## src/rtl/tdm_pkg.sv

```systemverilog
// Shared constants and types for the TDM receive demultiplexer.
// Defining TDM_PARITY_EN appends one even-parity slot to every frame.
package tdm_pkg;

    localparam int DEF_NUM_CH = 16;
    localparam int DEF_SEL_W  = 4;

`ifdef TDM_PARITY_EN
    localparam int PAR_SLOTS = 1;
`else
    localparam int PAR_SLOTS = 0;
`endif

    localparam int FRAME_LEN = DEF_NUM_CH + PAR_SLOTS;

    typedef enum logic {
        HUNT   = 1'b0,
        LOCKED = 1'b1
    } state_t;

endpackage

```

## src/rtl/tdm_slot_decoder.sv

```systemverilog
// Turns the current slot index into a one-hot shadow-register write enable.
// Indices at or beyond NUM_CH (the parity slot) enable nothing.
module tdm_slot_decoder
    import tdm_pkg::*;
#(
    parameter int NUM_CH = DEF_NUM_CH,
    parameter int CNT_W  = DEF_SEL_W
) (
    input  logic [CNT_W-1:0]  i_slot,
    input  logic              i_beat,
    output logic [NUM_CH-1:0] o_we
);

    always_comb begin
        o_we = '0;
        for (int k = 0; k < NUM_CH; k++) begin
            if (i_beat && (i_slot == CNT_W'(k))) begin
                o_we[k] = 1'b1;
            end
        end
    end

endmodule

```

## src/rtl/tdm_demux16.sv

```systemverilog
// TDM serial-to-parallel receiver: frame-lock FSM, slot counter and shadow register.
// Build with TDM_PARITY_EN to add a trailing parity slot and the parity_err output.
module tdm_demux16
    import tdm_pkg::*;
#(
    parameter int NUM_CH = DEF_NUM_CH,
    parameter int SEL_W  = DEF_SEL_W
) (
    input  logic              clk,
    input  logic              rst,
    input  logic              din,
    input  logic              din_valid,
    input  logic              frame_sync,
    output logic [NUM_CH-1:0] data_out,
    output logic              frame_valid,
    output logic [SEL_W-1:0]  slot,
    output logic              locked,
    output logic              sync_err
`ifdef TDM_PARITY_EN
    ,
    output logic              parity_err
`endif
);

    localparam int CNT_W = SEL_W + PAR_SLOTS;
    localparam logic [CNT_W-1:0] LAST = CNT_W'(NUM_CH + PAR_SLOTS - 1);

    state_t             r_state;
    state_t             w_state_nxt;
    logic [CNT_W-1:0]   r_slot;
    logic [CNT_W-1:0]   w_slot_nxt;
    logic [CNT_W-1:0]   w_wr_idx;
    logic               w_wr_en;
    logic               w_publish;
    logic               w_err;
    logic [NUM_CH-1:0]  w_we;
    logic [NUM_CH-1:0]  w_frame;
    logic [NUM_CH-1:0]  r_shadow;
    logic [NUM_CH-1:0]  r_data;
    logic               r_fv;
    logic               r_err;

    always_comb begin
        w_state_nxt = r_state;
        w_slot_nxt  = r_slot;
        w_wr_idx    = r_slot;
        w_wr_en     = 1'b0;
        w_publish   = 1'b0;
        w_err       = 1'b0;
        if (din_valid) begin
            unique case (r_state)
                HUNT: begin
                    if (frame_sync) begin
                        w_wr_idx    = '0;
                        w_wr_en     = 1'b1;
                        w_slot_nxt  = CNT_W'(1);
                        w_state_nxt = LOCKED;
                    end
                end
                LOCKED: begin
                    if ((r_slot == '0) && !frame_sync) begin
                        w_err       = 1'b1;
                        w_state_nxt = HUNT;
                    end else if ((r_slot != '0) && frame_sync) begin
                        // Early sync restarts the frame on this beat.
                        w_err      = 1'b1;
                        w_wr_idx   = '0;
                        w_wr_en    = 1'b1;
                        w_slot_nxt = CNT_W'(1);
                    end else begin
                        w_wr_en = 1'b1;
                        if (r_slot == LAST) begin
                            w_publish  = 1'b1;
                            w_slot_nxt = '0;
                        end else begin
                            w_slot_nxt = r_slot + CNT_W'(1);
                        end
                    end
                end
                default: ;
            endcase
        end
    end

    tdm_slot_decoder #(
        .NUM_CH (NUM_CH),
        .CNT_W  (CNT_W)
    ) u_dec (
        .i_slot (w_wr_idx),
        .i_beat (w_wr_en),
        .o_we   (w_we)
    );

`ifdef TDM_PARITY_EN
    logic r_perr;
    assign w_frame = r_shadow;
`else
    assign w_frame = {din, r_shadow[NUM_CH-2:0]};
`endif

    always_ff @(posedge clk or posedge rst) begin
        if (rst) begin
            r_state  <= HUNT;
            r_slot   <= '0;
            r_shadow <= '0;
            r_data   <= '0;
            r_fv     <= 1'b0;
            r_err    <= 1'b0;
        end else begin
            r_state  <= w_state_nxt;
            r_slot   <= w_slot_nxt;
            r_shadow <= (r_shadow & ~w_we) | (w_we & {NUM_CH{din}});
            r_fv     <= w_publish;
            r_err    <= w_err;
            if (w_publish) begin
                r_data <= w_frame;
            end
        end
    end

`ifdef TDM_PARITY_EN
    always_ff @(posedge clk or posedge rst) begin
        if (rst) begin
            r_perr <= 1'b0;
        end else begin
            r_perr <= w_publish & (^{r_shadow, din});
        end
    end
    assign parity_err = r_perr;
`endif

    assign data_out    = r_data;
    assign frame_valid = r_fv;
    assign slot        = r_slot[SEL_W-1:0];
    assign locked      = (r_state == LOCKED);
    assign sync_err    = r_err;

endmodule

```

## config.mk

```make
export PLATFORM = sky130hd
export DESIGN_NAME = tdm_demux16
export DESIGN_NICKNAME = d
export VERILOG_FILES = /design/src/rtl/tdm_pkg.sv /design/src/rtl/tdm_slot_decoder.sv /design/src/rtl/tdm_demux16.sv
export SDC_FILE = /design/constraint.sdc
export NUM_CORES = 1
export LEC_CHECK = 0
export ABC_CLOCK_PERIOD_IN_PS = 3400
export BUFFER_PORTS_ARGS = -buffer_cell sky130_fd_sc_hd__buf_4
export CAP_MARGIN = 20
export CORE_MARGIN = 2
export CORE_UTILIZATION = 55
export DETAILED_ROUTE_END_ITERATION = 12
export HOLD_SLACK_MARGIN = 0.02
export PLACE_DENSITY = 0.83
export SLEW_MARGIN = 15
export SYNTH_ARGS = -nofsm -noshare
export SYNTH_HDL_FRONTEND = slang
export SYNTH_HIERARCHICAL = 1
export SYNTH_SLANG_ARGS = --single-unit
```

## constraint.sdc

```tcl
create_clock -name clk -period 3.4 [get_ports clk]
set_input_delay 0.51 -clock clk [delete_from_list [all_inputs] [get_ports clk]]
set_output_delay 0.51 -clock clk [all_outputs]
set_load 0.005 [all_outputs]
```

==> results.toml, run 1 <==
[sta]
max_freq_ghz = 0.362
setup_violations = 0
clock_skew_ps = 12.7
fin_crit_ps = 2760
setup-tns-final_ps = 0
whs_ps = 268
relSlewSlack_pct = 68.5
rsz0062_at_grt = "no"
worstMarginPinSlew_ps = 472
report.final.slew_viol_count = 0
finalHoldViolations = 0
period_share_pct = 81.2

[power]
p_leak_uw = 0.00108
power_uw = 1230
ir_worst_vdd_mv = 0.364
power_density_nw_per_um2 = 589

[setup_path]
crit_top_cell = "ha_1"
crit_type = "flop to flop"
critPathBufInv = 1
crit_chain = "inv_1, ha_1, and3_1, ha_1, nor2b_1, o21a_1, or3b_4, nor2_1, mux2_2"
required_ps = 3630
endpoint_kind = "flop"
critPathMaxStageDelay_ps = 470
worstSetupStartpointType = "flop"
critPathTopFamily = "simple AND/OR/NAND/NOR gates"
crit_fanout = 9
reg2reg_depth = 9
arrival_ps = 2990
r2r-start = "slot[0]"
cp_slowest_cell = "dfrtp_1"
rrSetupSlack_ps = 640

[global_routing]
grt_first_pass_wirelength_um = 5240
antenna_found_initial = 0
track_usage_pct = 20.1
grt_max_degree = 39
grt-ovfl-total = 0
grt_pass1_vias = 1096

[clock_tree]
clk_pin_slew_ps = 120
clock_latency_ps = 340
cts_buffer_depth = 2
h-tree-depth = 2
cts.sinks = 38
post-cts-setup-buffers = 0
cts_root_buf = "clkbuf_4"
cts_buffers = 5
post_cts_resized = 0
hold_buffers = 0
cts_tree = "done"

[finish]
drive_gt1_share_pct = 41.5
final.fill_count = 233
layout.nets = 179
syn_to_final_growth_pct = 17.5
diodes = 0
layout.cells.non_filler = 215
post-route-cell-area_um2 = 2080

[detailed_routing]
met1_length_um = 1350
wl_met3_um = 159
drt_iter0_drc = 34
drc = 0
ant_nets = 0
num_vias = 1149
route.detailed.wl_per_inst_um = 14.7
wl_um = 3170
via_per_inst = 5.34
highest_layer = "met4"
route.met2.wl_um = 1600
dr.pass1.iters = 4

[placed_design]
dp_hpwl_um = 2290
dp.cells = 207
gp_congestion = 1.03
post_dp_cell_area_um2 = 2020
io_buffers = 27

[synth]
yosysWarnings = 6
syn-mean-instance-area_um2 = 12.8
netlist_instances = 138
netlist_area_um2 = 1770
synth_nets = 147

[flow_run]
drv_cap = 0

[run_status]
status = "finished clean"

[floorplanning]
placementRows = 20
ios = 28
dieArea_um2 = 3690
core-area_um2 = 3050
initial_core_util_pct = 58.0
die_w_um = 60.8
chipHeight_um = 60.8

[worst_hold_path]
hold_class = "input pin to async pin"
how the worst max path moves through the flow:
| stage | endpoint | cells past startpoint | startpoint | slack (ps) |
|---|---|---|---|---|
| after detailed placement | flop | 9 | slot[0] | 690 |
| final | flop | 9 | slot[0] | 640 |
| after floorplan | flop | 10 | slot[2] | 890 |
| after global routing | flop | 9 | slot[0] | 490 |
| after CTS | flop | 9 | slot[0] | 670 |
| after global placement | flop | 9 | slot[0] | 810 |
cell type report:
cell class,instances,area [um2],share of cell area [%]
Multi-Input combinational cell,88,768,36.9
Timing Repair Buffer,28,210,10.1
Inverter,9,33.8,1.62
Clock inverter,2,12.5,0.601
Tap cell,44,55.1,2.64
Sequential cell,38,951,45.7
Clock buffer,6,51.3,2.46
per-stage QoR:
| stage | utilization, % | setup slack, ps |
|---|---|---|
| 2_1_floorplan | - | 889 |
| 3_3_place_gp | 66.1 | 808 |
| 3_5_place_dp | 66.1 | 686 |
| 4_1_cts | 68.2 | 666 |
| 5_1_grt | 68.2 | 488 |
| 6_report | 68.2 | 640 |
placed cells by master, fill, tap and decap left out, types with 2 or more instances in the layout:
cell type  count
dfrtp_1       38
buf_4         28
mux2_2        22
nor2_1        12
inv_1          9
mux2_4         9
clkbuf_4       5
nor2b_1        4
nand2_1        4
and2_1         4
ha_1           4
o21ai_0        3
nand3b_1       3
nor3_1         3
and3_1         2
o2111ai_1      2
nand3_1        2
o211ai_1       2
nand2b_1       2
worst reg2reg max path: cells and delay by family, from the launching register on:
family          cells  cell delay [ps]
mux                 1              360
flops               1              470
buf+inv             1               90
fa+ha+maj           2              400
simple gates        4              990
compound gates      1              350
metal layers:
metal | global-route usage [%] | vias up
met4 | 9.01 | 0
met5 | 0 | -
met1 | 24.8 | 562
met3 | 7.04 | 6
li1 | - | 544
met2 | 32.0 | 37
power by group:
| part | internal [uW] | switching (uW) |
|---|---|---|
| Clock | 99.4 | 149 |
| Sequential | 547 | 82.3 |
| Combinational | 181 | 169 |
| Total | 827 | 400 |
Power figures use the tool's default switching activity.
==> inputs of run 2 (changes only) <==
--- a/config.mk
+++ b/config.mk
@@ -5,14 +5,15 @@
 export SDC_FILE = /design/constraint.sdc
 export NUM_CORES = 1
 export LEC_CHECK = 0
-export ABC_CLOCK_PERIOD_IN_PS = 3400
+export ABC_AREA = 1
+export ABC_CLOCK_PERIOD_IN_PS = 2900
 export BUFFER_PORTS_ARGS = -buffer_cell sky130_fd_sc_hd__buf_4
 export CAP_MARGIN = 20
 export CORE_MARGIN = 2
-export CORE_UTILIZATION = 55
+export CORE_UTILIZATION = 56
 export DETAILED_ROUTE_END_ITERATION = 12
 export HOLD_SLACK_MARGIN = 0.02
-export PLACE_DENSITY = 0.83
+export PLACE_DENSITY = 0.84
 export SLEW_MARGIN = 15
 export SYNTH_ARGS = -nofsm -noshare
 export SYNTH_HDL_FRONTEND = slang
==> constraint.sdc (replaced) <==
create_clock -name clk -period 2.9 [get_ports clk]
set_input_delay 0.435 -clock clk [delete_from_list [all_inputs] [get_ports clk]]
set_output_delay 0.435 -clock clk [all_outputs]
set_load 0.005 [all_outputs]
==> results.toml, run 2 <==
[setup_path]
arrival_ps = 2570
required_ps = 3120
r2r-start = "slot[0]"
reg2reg_depth = 13
endpoint_kind = "flop"
cp-startpoint = "slot[0]"
worstSetupStartpointType = "flop"
crit_type = "flop to flop"
rrSetupSlack_ps = 550
crit_fanout = 8

[synth]
yosysWarnings = 6
netlist_area_um2 = 1850
syn-mean-instance-area_um2 = 8.83
synth_nets = 218
netlist_instances = 209

[sta]
max_freq_ghz = 0.426
clock_skew_ps = 7.18
setup-tns-final_ps = 0
fin_crit_ps = 2350
worstMarginPinSlew_ps = 523
setup_violations = 0
relSlewSlack_pct = 65.1
finalHoldViolations = 0
rsz0062_at_grt = "no"
period_share_pct = 80.9
report.final.slew_viol_count = 0

[finish]
utilization_pct = 69.1
syn_to_final_growth_pct = 16.1
final.fill_count = 268
layout.nets = 248
final_cell_mix = "nand2_1 (39), dfrtp_1 (38), inv_1 (30)"
regArea_um2 = 951
final_common_cell = "nand2_1"
diodes = 0
drive_gt1_share_pct = 30.8
multiInputGateArea_um2 = 728

[clock_tree]
cts_buffer_depth = 2
post_cts_resized = 0
h-tree-depth = 2
clock_latency_ps = 340
clk_pin_slew_ps = 110
cts_buffers = 5
post-cts-setup-buffers = 0
cts_root_buf = "clkbuf_4"
hold_buffers = 0
cts_tree = "done"
cts.sinks = 38

[run_status]
status = "finished clean"

[floorplanning]
chipHeight_um = 61.4
core-area_um2 = 3100
ios = 28
placementRows = 20
initial_core_util_pct = 59.5
die_w_um = 61.4
dieArea_um2 = 3770

[power]
power_density_nw_per_um2 = 664
p_leak_uw = 0.00111
ir_worst_vdd_mv = 0.452

[detailed_routing]
wl_um = 3090
num_vias = 1409
via_per_inst = 4.96
ant_nets = 0
dr.pass1.iters = 4
route.detailed.wl_per_inst_um = 10.9
drc = 0
drt_iter0_drc = 49

[global_routing]
antenna_found_initial = 0
grt_max_degree = 39
grt_first_pass_wirelength_um = 5350
track_usage_pct = 19.4
grt-ovfl-total = 0
grt_pass1_vias = 1312

[flow_run]
drv_cap = 0

[placed_design]
gp_congestion = 0.819
dp_hpwl_um = 2250
io_buffers = 27

[worst_hold_path]
hold_class = "input pin to async pin"
-- run 2: changes by cell type in the layout (fill, tap and decap cells not counted), moves of 13 or more --
cell     before  now
inv_1         9   30
mux2_2       22    0
nand2_1       4   39
nand2_2       0   16
nor2_1       12   26
o21ai_0       3   16
o21ai_2       0   15
-- run 2: how the worst max path moves through the flow --
stage | to | slack [ps] | depth (start not counted)
2_1_floorplan | flop | 840 | 13
3_5_place_dp | flop | 620 | 13
4_1_cts | flop | 560 | 13
5_1_grt | flop | 260 | 14
6_report | flop | 550 | 13
3_3_place_gp | flop | 700 | 13
-- run 2: layout make-up --
type | count | area share [%]
clock buffers | 7 | 2.10
clock inverters | 1 | 1.40
inverters | 33 | 5.78
multi-input cells | 133 | 34.0
flip-flops and latches | 38 | 44.4
well taps | 44 | 2.57
repair buffers | 28 | 9.81
-- run 2: routing by layer --
layer	vias to the layer above	global-route usage, %	share of wire (%)
li1	714	-	-
met1	658	24.0	46
met2	32	32.7	49
met3	5	5.67	4.4
met4	0	6.69	0.74
met5	-	0	0
-- run 2: through the flow --
step	cells	setup slack, ps	power [uW]	instance area, um2	hold slack, ps
floorplan	209	844	958	1850	479
global placement	276	703	1060	2070	470
detailed placement	276	624	1080	2070	473
CTS	284	556	1430	2140	202
global route	284	264	1530	2140	237
finish	284	554	1420	2140	189
-- run 2: power by group --
group / internal, uW / switching [uW]
Combinational: 141 / 270
Sequential: 613 / 51.0
Clock: 183 / 167
-- run 2: worst max-delay path: stages (launching register included) --
cell and delay, ps:
dfrtp_1 430, inv_1 110, ha_1 210, nand3_1 110
inv_1 60, ha_1 200, nand2_1 110, nand3_2 160
nor2_1 220, nor2_1 150, nor2_1 170, inv_1 70
nor2_1 140, o21ai_0 110
